File: config.mk
export PLATFORM = sky130hd
export DESIGN_NAME = z80_wait_gen_flat
export DESIGN_NICKNAME = d
export VERILOG_FILES = /design/src/rtl/z80_bus_pkg.sv /design/src/rtl/z80_wait_gen_if.sv /design/src/rtl/z80_wait_sync.sv /design/src/rtl/z80_wait_gen.sv /design/src/flat_wrapper.sv
export SDC_FILE = /design/constraint.sdc
export NUM_CORES = 1
export LEC_CHECK = 0
export ABC_AREA = 1
export CORE_AREA = 5 5 47 49
export CTS_CLUSTER_SIZE = 25
export DETAILED_ROUTE_END_ITERATION = 8
export DIE_AREA = 0 0 52 54
export GPL_TIMING_DRIVEN = 0
export PLACE_DENSITY = 0.71
export SKIP_CTS_REPAIR_TIMING = 1
export SYNTH_ARGS = -nofsm -noshare
export SYNTH_HDL_FRONTEND = slang
export SYNTH_SLANG_ARGS = --single-unit
export TNS_END_PERCENT = 50
File: constraint.sdc
create_clock -name clk -period 1.7 [get_ports clk]
set_input_delay 0.255 -clock clk [delete_from_list [all_inputs] [get_ports clk]]
set_output_delay 0.255 -clock clk [all_outputs]
set_load 0.05 [all_outputs]
File: src/rtl/z80_bus_pkg.sv
// Shared types for the Z80 bus wait-state generator: cycle classes,
// wait-count type, FSM state encoding and the cycle classifier.
package z80_bus_pkg;

    typedef enum logic [2:0] {
        MEM   = 3'd0,
        FETCH = 3'd1,
        SLOW  = 3'd2,
        IO    = 3'd3,
        INTA  = 3'd4
    } cyc_type_e;

    typedef logic [2:0] wait_cnt_t;

    typedef enum logic [1:0] {
        IDLE  = 2'd0,
        COUNT = 2'd1,
        HOLD  = 2'd2
    } wait_state_e;

    // Highest priority first: INTA, IO, FETCH, SLOW, MEM.
    function automatic cyc_type_e classify(input logic       m1_n,
                                           input logic       iorq_n,
                                           input logic [3:0] page,
                                           input logic [3:0] slow_page);
        cyc_type_e c;
        if (!m1_n && !iorq_n) begin
            c = INTA;
        end else if (!iorq_n) begin
            c = IO;
        end else if (!m1_n) begin
            c = FETCH;
        end else if (page == slow_page) begin
            c = SLOW;
        end else begin
            c = MEM;
        end
        return c;
    endfunction

endpackage

File: src/rtl/z80_wait_gen_if.sv
// Bus bundle between the CPU bus wrapper (master) and the wait-state
// generator (slave).
interface z80_wait_gen_if;
    import z80_bus_pkg::*;

    logic        m1_n;
    logic        mreq_n;
    logic        iorq_n;
    logic        rfsh_n;
    logic [15:0] A;
    logic        ext_wait_n;
    logic        wait_n;
    cyc_type_e   cyc_type;
    logic        busy;

    modport master (
        output m1_n, mreq_n, iorq_n, rfsh_n, A, ext_wait_n,
        input  wait_n, cyc_type, busy
    );

    modport slave (
        input  m1_n, mreq_n, iorq_n, rfsh_n, A, ext_wait_n,
        output wait_n, cyc_type, busy
    );
endinterface

File: src/rtl/z80_wait_sync.sv
// Two-flop synchronizer resetting to 1 (wait released) for an
// asynchronous external wait request.
module z80_wait_sync (
    input  logic clk,
    input  logic reset,
    input  logic d_i,
    output logic q_o
);
    logic meta_q;
    logic sync_q;

    // Two-stage capture of the asynchronous input.
    always_ff @(posedge clk or posedge reset) begin
        if (reset) begin
            meta_q <= 1'b1;
            sync_q <= 1'b1;
        end else begin
            meta_q <= d_i;
            sync_q <= meta_q;
        end
    end

    assign q_o = sync_q;
endmodule

File: src/rtl/z80_wait_gen.sv
// Z80 bus wait-state generator: classifies each bus cycle at its start
// and holds wait_n low for a per-class number of clocks, merged with an
// external device wait.
// Optional macro Z80_WAIT_EXT_SYNC_EN: route ext_wait_n through a
// 2-flop synchronizer (2 clocks latency) instead of using it directly.
module z80_wait_gen
    import z80_bus_pkg::*;
#(
    parameter int unsigned M1_WAIT   = 1,
    parameter int unsigned MEM_WAIT  = 0,
    parameter int unsigned SLOW_WAIT = 2,
    parameter logic [3:0]  SLOW_PAGE = 4'hF,
    parameter int unsigned IO_WAIT   = 1,
    parameter int unsigned INTA_WAIT = 2
) (
    input logic           clk,
    input logic           reset,
    z80_wait_gen_if.slave bus
);

    wait_state_e state_q;
    logic        wait_q;
    wait_cnt_t   cnt_q;
    logic        strb_q;
    cyc_type_e   cyc_type_q;

    logic        strb_s;
    logic        start_s;
    cyc_type_e   class_s;
    wait_cnt_t   n_s;
    logic        ext_w_s;
    logic        unused_a_s;

    // Only the page bits of the address take part in classification.
    assign unused_a_s = ^bus.A[11:0];

    // Strobe decode, cycle start edge, class and its wait count.
    always_comb begin
        // Refresh masks MREQ, which also hides the M1 T3 MREQ gap.
        strb_s  = (~bus.mreq_n & bus.rfsh_n) | ~bus.iorq_n;
        start_s = strb_s & ~strb_q;
        class_s = classify(bus.m1_n, bus.iorq_n, bus.A[15:12], SLOW_PAGE);
        case (class_s)
            FETCH:   n_s = wait_cnt_t'(M1_WAIT);
            SLOW:    n_s = wait_cnt_t'(SLOW_WAIT);
            IO:      n_s = wait_cnt_t'(IO_WAIT);
            INTA:    n_s = wait_cnt_t'(INTA_WAIT);
            MEM:     n_s = wait_cnt_t'(MEM_WAIT);
            default: n_s = wait_cnt_t'(MEM_WAIT);
        endcase
    end

    // Wait FSM: start in IDLE loads the count, COUNT holds wait low for
    // N clocks, HOLD blocks re-trigger until the strobe drops.
    always_ff @(posedge clk or posedge reset) begin
        if (reset) begin
            state_q    <= IDLE;
            wait_q     <= 1'b1;
            cnt_q      <= 3'd0;
            strb_q     <= 1'b0;
            cyc_type_q <= MEM;
        end else begin
            strb_q <= strb_s;
            case (state_q)
                IDLE: begin
                    if (start_s) begin
                        cyc_type_q <= class_s;
                        if (n_s != 3'd0) begin
                            cnt_q   <= n_s - 3'd1;
                            wait_q  <= 1'b0;
                            state_q <= COUNT;
                        end else begin
                            wait_q  <= 1'b1;
                            state_q <= HOLD;
                        end
                    end
                end
                COUNT: begin
                    // A dropped strobe aborts the cycle before counting.
                    if (!strb_s) begin
                        wait_q  <= 1'b1;
                        state_q <= IDLE;
                    end else if (cnt_q == 3'd0) begin
                        wait_q  <= 1'b1;
                        state_q <= HOLD;
                    end else begin
                        cnt_q <= cnt_q - 3'd1;
                    end
                end
                HOLD: begin
                    if (!strb_s) begin
                        state_q <= IDLE;
                    end
                end
                default: begin
                    wait_q  <= 1'b1;
                    state_q <= IDLE;
                end
            endcase
        end
    end

`ifdef Z80_WAIT_EXT_SYNC_EN
    z80_wait_sync u_ext_sync (
        .clk   (clk),
        .reset (reset),
        .d_i   (bus.ext_wait_n),
        .q_o   (ext_w_s)
    );
`else
    // Synchronous device wait goes straight through with no latency.
    assign ext_w_s = bus.ext_wait_n;
`endif

    assign bus.wait_n   = wait_q & ext_w_s;
    assign bus.busy     = ~wait_q;
    assign bus.cyc_type = cyc_type_q;

endmodule
File: src/flat_wrapper.sv
// flat-port wrapper written by rule: the top's interface ports become plain ports
module z80_wait_gen_flat import z80_bus_pkg::*;
#(
    parameter int unsigned M1_WAIT   = 1,
    parameter int unsigned MEM_WAIT  = 0,
    parameter int unsigned SLOW_WAIT = 2,
    parameter logic [3:0]  SLOW_PAGE = 4'hF,
    parameter int unsigned IO_WAIT   = 1,
    parameter int unsigned INTA_WAIT = 2
)
  (clk, reset, bus_m1_n, bus_mreq_n, bus_iorq_n, bus_rfsh_n, bus_A, bus_ext_wait_n, bus_wait_n, bus_cyc_type, bus_busy);
  z80_wait_gen_if bus_i ();
  input logic clk;
  input logic reset;
  input wire logic [$bits(bus_i.m1_n)-1:0] bus_m1_n;
  input wire logic [$bits(bus_i.mreq_n)-1:0] bus_mreq_n;
  input wire logic [$bits(bus_i.iorq_n)-1:0] bus_iorq_n;
  input wire logic [$bits(bus_i.rfsh_n)-1:0] bus_rfsh_n;
  input wire logic [$bits(bus_i.A)-1:0] bus_A;
  input wire logic [$bits(bus_i.ext_wait_n)-1:0] bus_ext_wait_n;
  output wire logic [$bits(bus_i.wait_n)-1:0] bus_wait_n;
  output wire logic [$bits(bus_i.cyc_type)-1:0] bus_cyc_type;
  output wire logic [$bits(bus_i.busy)-1:0] bus_busy;
  assign bus_i.m1_n = bus_m1_n;
  assign bus_i.mreq_n = bus_mreq_n;
  assign bus_i.iorq_n = bus_iorq_n;
  assign bus_i.rfsh_n = bus_rfsh_n;
  assign bus_i.A = bus_A;
  assign bus_i.ext_wait_n = bus_ext_wait_n;
  assign bus_wait_n = bus_i.wait_n;
  assign bus_cyc_type = bus_i.cyc_type;
  assign bus_busy = bus_i.busy;
  z80_wait_gen #(.M1_WAIT(M1_WAIT), .MEM_WAIT(MEM_WAIT), .SLOW_WAIT(SLOW_WAIT), .SLOW_PAGE(SLOW_PAGE), .IO_WAIT(IO_WAIT), .INTA_WAIT(INTA_WAIT)) u_core (.clk(clk), .reset(reset), .bus(bus_i));
endmodule
### Word-level counts from Yosys, hierarchy flattened

Index checks and enable logic that the tools add are counted.

* register bits: 10
* bits of input ports: 23
* logic and storage cells: 63

* $add $sub $neg: 2
* eq/ne operators: 13
* multiplexer cells: 21
* bitwise operators: 9
* reduce and logical (&&, ||, !) cells: 13

Operators by type and width (count)
* two-way mux 3 bit: 7
* two-way mux 2 bit: 6
* == test 3 x 2 -> 1 bit (second input constant): 2
* != test 2 x 1 -> 1 bit (second input constant): 3
* case mux 2 bit (3 select lines): 1
* case mux 3 bit (2 select lines): 1
* AND reduction 3 bit: 2
* NOT 1 bit: 5
* AND reduction 5 bit: 1
* == test 4 bit (second input constant): 1
* two-way mux 1 bit: 4
* != test 2 bit (second input constant): 2
* case mux 2 bit (2 select lines): 1
* OR reduction 2 bit: 2
* bitwise AND 1 bit: 3
* == test 3 x 1 -> 1 bit (second input constant): 1
* == test 3 bit (second input constant): 1
* zero test 3 bit: 1
* != test 3 bit (second input constant): 1
* case mux 1 bit (3 select lines): 1
* nonzero test 3 bit: 1
* subtractor 2 x 1 -> 3 bit (second input constant): 1
* subtractor 3 x 1 -> 3 bit (second input constant): 1
* == test 2 x 1 -> 1 bit (second input constant): 1
* 7 further kinds: 8

### Depth between registers and ports, before layout

Gate-level depths: netlist of the first run.

* depth after elaboration: 12
* depth in mapped cells: 11
* depth with buffers taken out: 11

### Worst setup path before layout of the first run

No wires, ideal clock.

* path kind: in2reg
* start point: in bus_iorq_n
* end point: reg u_core.cnt_q[2]
* arrival time: 1.403 ns
* path slack: 0.181 ns
* stages on the path: 10
* cells stage by stage: inv_2 -> ha_1 -> inv_1 -> nand3_2 -> nand2_1 -> o21ai_0 -> ha_1 -> xnor2_1 -> nand3_1 -> nand2_1

* cells in the longest elaborated chain, start to end: 10
* elaborated cells between the ends (all ways): 23
* those cells by class: 1 x add/sub; 7 x eq/ne; 6 x mux; 3 x bitwise; 6 x reduce/logical

Ends and longest elaborated chain
* from (decl): RTL line flat_wrapper.sv:17 `input wire logic [$bits(bus_i.iorq_n)-1:0] bus_iorq_n;`
* zero test 1 bit: RTL line z80_bus_pkg.sv:27 `if (!m1_n && !iorq_n) begin`
* logical AND 1 bit: RTL line z80_bus_pkg.sv:27
* two-way mux 3 bit (*): RTL line z80_bus_pkg.sv:27
* via u_core.class_s[0]: RTL line z80_wait_gen.sv:29 `cyc_type_e class_s;`
* == test 3 x 2 -> 1 bit (tied with other cells): RTL line z80_wait_gen.sv:43 `case (class_s)`
* OR reduction 2 bit (no line)
* case mux 2 bit (2 select lines) (*): RTL line z80_wait_gen.sv:43
* subtractor 2 x 1 -> 3 bit: RTL line z80_wait_gen.sv:69 `cnt_q <= n_s - 3'd1;`
* two-way mux 3 bit: RTL line z80_wait_gen.sv:68 `if (n_s != 3'd0) begin`
* two-way mux 3 bit: RTL line z80_wait_gen.sv:66 `if (start_s) begin`
* case mux 3 bit (2 select lines): RTL line z80_wait_gen.sv:64 `case (state_q)`
* to (signal assigned): RTL line z80_wait_gen.sv:69
* to (signal assigned): RTL line z80_wait_gen.sv:87 `cnt_q <= cnt_q - 3'd1;`
* to (decl): RTL line z80_wait_gen.sv:23 `wait_cnt_t cnt_q;`

The timed path passes the listed nets; every way through them passes the cells marked *. The select of a mux whose other input is x is not followed.
A chain may end at the register's enable or synchronous reset.

### Final worst setup path of the first run

* start point: reg u_core.cyc_type_q[2], in the netlist u_core.bus.cyc_type[2]
* end point: out bus_cyc_type[2]

RTL lines
* from (decl): RTL line z80_wait_gen.sv:25 `cyc_type_e cyc_type_q;`
* from (signal assigned): RTL line z80_wait_gen.sv:67 `cyc_type_q <= class_s;`
* to (decl): RTL line flat_wrapper.sv:22 `output wire logic [$bits(bus_i.cyc_type)-1:0] bus_cyc_type;`

No word-level cell between the ends.

==> results of run 1 <==
-- worst paths after layout --
kind / slack (ns) / end / cells past startpoint / from
worst max-delay path: 0.04 / bus_cyc_type[2] / 1 / u_core.bus.cyc_type[2]
worst min-delay path: 0.26 / u_core.cnt_q[2] / 2 / reset
worst max register to register: 0.25 / u_core.cnt_q[1] / 8 / u_core.state_q[1]
worst min register to register: 0.48 / u_core.bus.cyc_type[0] / 2 / u_core.bus.cyc_type[0]
max in group asynchronous: 1.13 / u_core.wait_q / 2 / reset
min in group clk: 0.38 / u_core.bus.cyc_type[1] / 3 / bus_m1_n
-- power groups by stage --
stage	Sequential [mW]	Combinational, mW	Clock [mW]
2_1_floorplan	0.549	0.425	0
3_3_place_gp	0.430	0.735	0
3_5_place_dp	0.439	0.749	0
4_1_cts	0.434	0.754	0.226
5_1_grt	0.451	0.838	0.238
6_report	0.433	0.760	0.216
-- cells by family after synthesis --
logic type / Yosys count
compound gates: 12
xor+xnor: 1
fa+ha+maj: 2
buf+inv: 15
flops: 10
simple gates: 38
-- sequential cells by signal, summed over array words and instances, names as in the netlist --
register and flops:
u_core.strb_q 1, u_core.state_q 2, u_core.cnt_q 3, u_core.bus.cyc_type 3
u_core.wait_q 1
-- through the flow --
stage                     utilization (%)  setup WS, ns  area, um2
after floorplan                         -        0.1810      644.4
after global placement              45.47       -0.4446      828.3
after detailed placement            45.47       -0.4669      828.3
after CTS                           47.46       -0.2512      864.6
after global routing                51.17      -0.03793      932.1
final                               51.17       0.04107      932.1
-- final cells by class --
| class | instances | area share (%) |
|---|---|---|
| inverters | 15 | 6.040 |
| multi-input cells | 53 | 39.33 |
| clock buffers | 4 | 3.893 |
| flip-flops and latches | 10 | 26.98 |
| well taps | 27 | 3.624 |
| repair buffers | 18 | 20.13 |
-- per-layer routing --
layer	part of all wire (%)	global-route usage [%]	vias to the layer above	wire length, um
met3	6.9	2.493	5	92
met2	50	20.29	14	661
li1	-	-	292	-
met4	2.8	7.860	0	38
met5	0	0	-	0
met1	41	11.41	261	541
-- cells in the final DEF (no fill, tap or decap), drive strengths merged --
cell type and instances:
o211a 1, a21boi 1, clkbuf 4, xnor2 1, inv 15, nor2 4
nand2 25, clkdlybuf4s50 9, dfstp 1, nand3 9, a21oi 2, dlymetal6s2s 6
o21ai 8, buf 3, ha 2, dfrtp 9
==> impl_metrics.tcl, run 1 <==
set metrics [dict create \
    hold_violations 0 \
    worstPathCellList "clkdlybuf4s50_1" \
    cpLargestDelayFamily "buffers and inverters" \
    powerDensity_nw_per_um2 1511 \
    fillers 176 \
    period_share_pct 97.58 \
    worst_pin_slew_ns 0.5001 \
    synth_top_area_share_pct 34.95 \
    regArea_um2 251.5 \
    wl_um 1334 \
    slowest_stage "clkdlybuf4s50_1" \
    grt_util_all_layers_pct 11.21 \
    initial_core_util_pct 35.37 \
    finalNetCount 126 \
    synth_fa_ha_area_share_pct 3.883 \
    worstSkewPairLatency_ns 0.27 \
    synth-compound-area-share_pct 13.40 \
    grt_overflow_total 0 \
    synthTopCellsByArea "dfrtp_1, nand2_1, inv_1, nand3_4, dfstp_2" \
    p_sw_mw 0.6506 \
    die_x_um 52 \
    clkSinkCount 10 \
    place_congestion 0.8207 \
    dieArea_um2 2808 \
    synth-main-ff-cell "dfrtp_1" \
    antenna_found_initial 0 \
    muxShareOfSynthArea_pct 0 \
    power_frac_comb_pct 54.0 \
    synth-xor-area-share_pct 1.359 \
    routed-via-count 572 \
    worstSetupEndpointType "output pin" \
    drtIter0Drc 11 \
    area_delta_synth_final_pct 44.66 \
    leakage_nw 0.5088 \
    synth_cell_types 21 \
    wire_per_inst_um 10.50 \
    ant_nets 0 \
    relSlewSlack_pct 66.60 \
    synth_edf_count 0 \
    vias_per_cell 4.504 \
    pwr-share-clk_pct 15.3 \
    ctsHtreeMaxLevel 1 \
    cp-start-kind "flop" \
    synth_cells 78 \
    grt_max_degree 11 \
    synth.cell_area_um2 644.4 \
    cts_buffers 3 \
    status "finished, final reports clean" \
    cts-root-buf "clkbuf_4" \
    intPower_mw 0.7580 \
    synth_warnings 0 \
    cp.arrival_ns 1.40 \
    synth_largest_area_cell "dfrtp_1" \
    place.port_buffers 15 \
    rsz0062_at_grt "true" \
    core.rowCount 16 \
    numPlacedInstances 120 \
    whs_ns 0.2595 \
    grt_first_pass_wirelength_um 2311 \
    first_pass_iters 4 \
    tritoncts "yes" \
    place_hpwl_um 1064 \
    synth_area_per_cell_um2 8.261 \
    period_needed_ns 1.659 \
    slowest_delay_ns 0.80 \
    core-area_um2 1822 \
    synth-simple-area-share_pct 33.59 \
    synth_commonest_cells "nand2_1, inv_1, dfrtp_1" \
    drc_errors 0 \
    maxCapViolCount 0 \
    dieHeight_um 54 \
    finalClockSkew_ns 0.003886 \
    synth_seq_cells 10 \
    p_seq_share_pct 30.7 \
    hold_class "in -> async" \
    pin_count 28 \
    required_ns 1.44 \
    ir_drop_mv 0.6432 \
    seq_area_frac_synth_pct 39.03 \
    synth_most_common_cell "nand2_1" \
    synthesis.nets 103 \
    diodes 0 \
    path_class "reg -> out" \
    worst-path-buf-inv 1 \
    synth_top_family_by_area "simple AND/OR/NAND/NOR gates" \
    setup_viol 0 \
    critical_path.max_fanout 2 \
    p_sw_share_pct 46.19 \
    ys_async_sr_fraction_pct 100.0 \
    multi_input_area_um2 366.6 \
    power_mw 1.409 \
    final_cells 127 \
    drive_gt1_share_pct 32.00 \
    max_clock_freq_ghz 0.6028 \
    grt_pass1_vias 589 \
    finalSetupTns_ns 0 \
    cts_buffer_depth 2 \
    final_max_slew_viol_count 0 \
    clk_pin_slew_ns 0.07 \
]
Note: power is estimated with default switching activity, not from simulation.
==> run 2: changes to the inputs <==
- CORE_AREA: 5 5 47 49 -> 5 5 43 52
- DIE_AREA: 0 0 52 54 -> 0 0 48 57
- PLACE_DENSITY: 0.71 -> 0.73
==> impl_metrics.tcl, run 2 (same netlist as run 1, synthesis figures left out) <==
set metrics [dict create \
    status "finished, final reports clean" \
    layout_common_cells "nand2_1, inv_1, clkdlybuf4s50_1, dfrtp_1, dlymetal6s2s_1" \
    worst-path-buf-inv 1 \
    intPower_mw 0.7549 \
    dieArea_um2 2736 \
    power_mw 1.399 \
    pin_count 28 \
    worstSetupEndpointType "output pin" \
    area_delta_synth_final_pct 41.75 \
    cp-start-kind "flop" \
    grt_overflow_total 0 \
    rsz0062_at_grt "true" \
    maxCapViolCount 0 \
    first_pass_iters 3 \
    path_class "reg -> out" \
    p_sw_share_pct 46.04 \
    grt_pass1_vias 538 \
    required_ns 1.44 \
    place.port_buffers 15 \
    initial_core_util_pct 36.94 \
    core.rowCount 17 \
    max_clock_freq_ghz 0.6008 \
    setup_viol 0 \
    dieHeight_um 57 \
    place_hpwl_um 1028 \
    worst_pin_slew_ns 0.5032 \
    p_seq_share_pct 30.6 \
    finalSetupTns_ns 0 \
    dpl_cell_area_um2 818.3 \
    final_max_slew_viol_count 0 \
    clkSinkCount 10 \
    hold_class "in -> async" \
    drive_gt1_share_pct 27.27 \
    clk_pin_slew_ns 0.07 \
    grt_first_pass_wirelength_um 2083 \
    worstSkewPairLatency_ns 0.27 \
    wl_um 1325 \
    cp.arrival_ns 1.41 \
    leakage_nw 0.5059 \
    design_area_um2 913.4 \
    die_x_um 48 \
    worstPathCellList "clkdlybuf4s50_1" \
    cpLargestDelayFamily "buffers and inverters" \
    drtIter0Drc 3 \
    grt_max_degree 11 \
    final_cells 118 \
    ctsHtreeMaxLevel 1 \
    cts_buffer_depth 2 \
    period_share_pct 97.91 \
    ant_nets 0 \
    pwr-share-clk_pct 15.7 \
    preCtsSetupSlack_ns -0.4490 \
    critical_path.max_fanout 2 \
    mostFrequentLayoutCell "nand2_1" \
    period_needed_ns 1.665 \
    finalNetCount 125 \
    relSlewSlack_pct 66.40 \
    cts_buffers 3 \
    fin_util_pct 52.37 \
    power_frac_comb_pct 53.7 \
    wire_per_inst_um 11.23 \
    whs_ns 0.2575 \
    numPlacedInstances 112 \
    slowest_delay_ns 0.80 \
    setup_ws_ns 0.03546 \
    tritoncts "yes" \
    routed-via-count 557 \
    drc_errors 0 \
    grt_util_all_layers_pct 10.66 \
    ir_drop_mv 0.6496 \
    place_congestion 0.8037 \
    slowest_stage "clkdlybuf4s50_1" \
    finalClockSkew_ns 0.001730 \
    antenna_found_initial 0 \
    cts-root-buf "clkbuf_4" \
    diodes 0 \
    p_sw_mw 0.6441 \
    core-area_um2 1744 \
    hold_violations 0 \
    vias_per_cell 4.720 \
    powerDensity_nw_per_um2 1532 \
]
[run 2: metal layers]
metal,track usage [%],wire (um)
met5,0,0
met3,2.208,86
met2,17.20,693
met4,6.923,26
met1,11.96,517
[run 2: final timing paths]
path,start,cells past startpoint,to,slack (ns)
setup / recovery,u_core.bus.cyc_type[2],1,bus_cyc_type[2],0.04
hold / removal,reset,2,u_core.cnt_q[1],0.26
setup reg to reg,u_core.state_q[1],8,u_core.cnt_q[2],0.28
hold reg to reg,u_core.wait_q,2,u_core.wait_q,0.49
max in group asynchronous,reset,2,u_core.wait_q,1.13
min in group clk,bus_m1_n,3,u_core.bus.cyc_type[1],0.36
[run 2: layout make-up]
| type | instances | area (um2) |
|---|---|---|
| fillers | 176 | 830.8 |
| multi-input cells | 53 | 362.8 |
| flip-flops and latches | 10 | 251.5 |
| repair buffers | 17 | 180.2 |
| inverters | 15 | 58.81 |
| clock buffers | 4 | 36.28 |
| well taps | 19 | 23.77 |
[run 2: power by group through the flow]
stage	Clock (mW)	Sequential [mW]	Combinational (mW)
after floorplan	0	0.549	0.425
after global placement	0	0.429	0.735
after detailed placement	0	0.436	0.747
after CTS	0.227	0.431	0.751
after global routing	0.237	0.449	0.829
final	0.220	0.428	0.751
==> run 3: changes to the inputs <==
- CORE_AREA: 5 5 43 52 -> 5 5 42 44
- DIE_AREA: 0 0 48 57 -> 0 0 47 49
- DONT_BUFFER_PORTS: not set -> 1
- PLACE_DENSITY: 0.73 -> 0.62
==> impl_metrics.tcl, run 3 (same netlist as run 1, synthesis figures left out) <==
set metrics [dict create \
    grt_first_pass_wirelength_um 2035 \
    pin_count 28 \
    vias_per_cell 4.869 \
    worstSetupEndpointType "flop" \
    setup_viol 0 \
    core-area_um2 1401 \
    dieHeight_um 49 \
    fillers 141 \
    diodes 0 \
    place.port_buffers 0 \
    mostFrequentLayoutCell "nand2_1" \
    finalClockSkew_ns 0.002705 \
    drtIter0Drc 4 \
    max_clock_freq_ghz 0.6877 \
    area_delta_synth_final_pct 8.738 \
    tritoncts "yes" \
    clk_pin_slew_ns 0.06 \
    clkSinkCount 10 \
    place_hpwl_um 899.5 \
    powerDensity_nw_per_um2 1729 \
    period_share_pct 85.53 \
    ant_nets 0 \
    grt_pass1_vias 500 \
    path_class "reg -> reg" \
    wl_um 1099 \
    rsz0062_at_grt "false" \
    grt_overflow_total 0 \
    cp.arrival_ns 1.66 \
    routed-via-count 482 \
    leakage_nw 0.3681 \
    layout_common_cells "nand2_1, inv_1, dfrtp_1, nand3_1" \
    hold_class "in -> reg" \
    ctsHtreeMaxLevel 1 \
    ir_drop_mv 0.8106 \
    status "finished, final reports clean" \
    wire_per_inst_um 11.10 \
    cts_buffers 3 \
    core.rowCount 14 \
    place_congestion 0.7665 \
    finalSetupTns_ns 0 \
    final_cells 99 \
    final_max_slew_viol_count 0 \
    design_area_um2 700.7 \
    cts_buffer_depth 2 \
    drive_gt1_share_pct 24.10 \
    worstSkewPairLatency_ns 0.27 \
    antenna_found_initial 0 \
    critical_path.max_fanout 4 \
    finalNetCount 109 \
    power_mw 1.211 \
    period_needed_ns 1.454 \
    required_ns 1.91 \
    cts-root-buf "clkbuf_4" \
    hold_violations 0 \
    grt_max_degree 11 \
    dieArea_um2 2303 \
    die_x_um 47 \
    grt_util_all_layers_pct 12.06 \
    initial_core_util_pct 45.98 \
    numPlacedInstances 94 \
    worst_pin_slew_ns 0.4746 \
    dpl_cell_area_um2 664.4 \
    cp-start-kind "flop" \
    relSlewSlack_pct 68.36 \
    maxCapViolCount 0 \
    first_pass_iters 4 \
    drc_errors 0 \
]
## run 3: cell type report
type / instances / area, um2 / area share, %
multi-input combinational: 53 / 336.6 / 48.04
timing repair buffer: 1 / 10.01 / 1.429
tap: 16 / 20.02 / 2.857
clock buffer: 4 / 26.28 / 3.750
sequential: 10 / 251.5 / 35.89
inverter: 15 / 56.30 / 8.036
## run 3: power by group
group          switching (mW)  total (mW)  internal (mW)
registers               0.217       0.562          0.345
logic                   0.312       0.477          0.165
clock network          0.0812       0.172         0.0908
total                   0.610        1.21          0.601
## run 3: per-stage QoR
stage	util, %	hold slack [ns]	worst slack, ns
after floorplan	-	0.09446	0.1810
after global placement	47.41	0.1528	0.07444
after detailed placement	47.41	0.1530	0.08075
after CTS	49.29	-0.1397	0.2400
after global routing	50.00	0.1588	0.1251
final	50.00	0.1695	0.2460
## run 3: routing by layer
metal / global-route usage [%] / part of all wire, %
met4: 4.147 / 2.0
met1: 13.71 / 43
met3: 5.535 / 7.6
met5: 0 / 0
met2: 19.23 / 47
## run 3: path summary, 6_finish.rpt
check | start | cells after the start | slack [ns] | endpoint
setup reg to reg | u_core.state_q[0] | 9 | 0.25 | u_core.cnt_q[2]
max in group asynchronous | reset | 2 | 0.99 | u_core.wait_q
hold / removal | bus_rfsh_n | 2 | 0.17 | u_core.strb_q
setup / recovery | u_core.state_q[0] | 9 | 0.25 | u_core.cnt_q[2]
hold reg to reg | u_core.cnt_q[1] | 2 | 0.51 | u_core.cnt_q[1]
min in group asynchronous | reset | 2 | 0.40 | u_core.cnt_q[0]
## run 3: worst max-delay path, cell delays in order, from the launching register on
cell,delay [ns]
dfrtp_1,0.43
inv_2,0.08
nor2_4,0.15
inv_2,0.07
nand2_1,0.06
o21ai_0,0.08
ha_1,0.19
xnor2_1,0.16
nand3_1,0.09
nand2_1,0.07
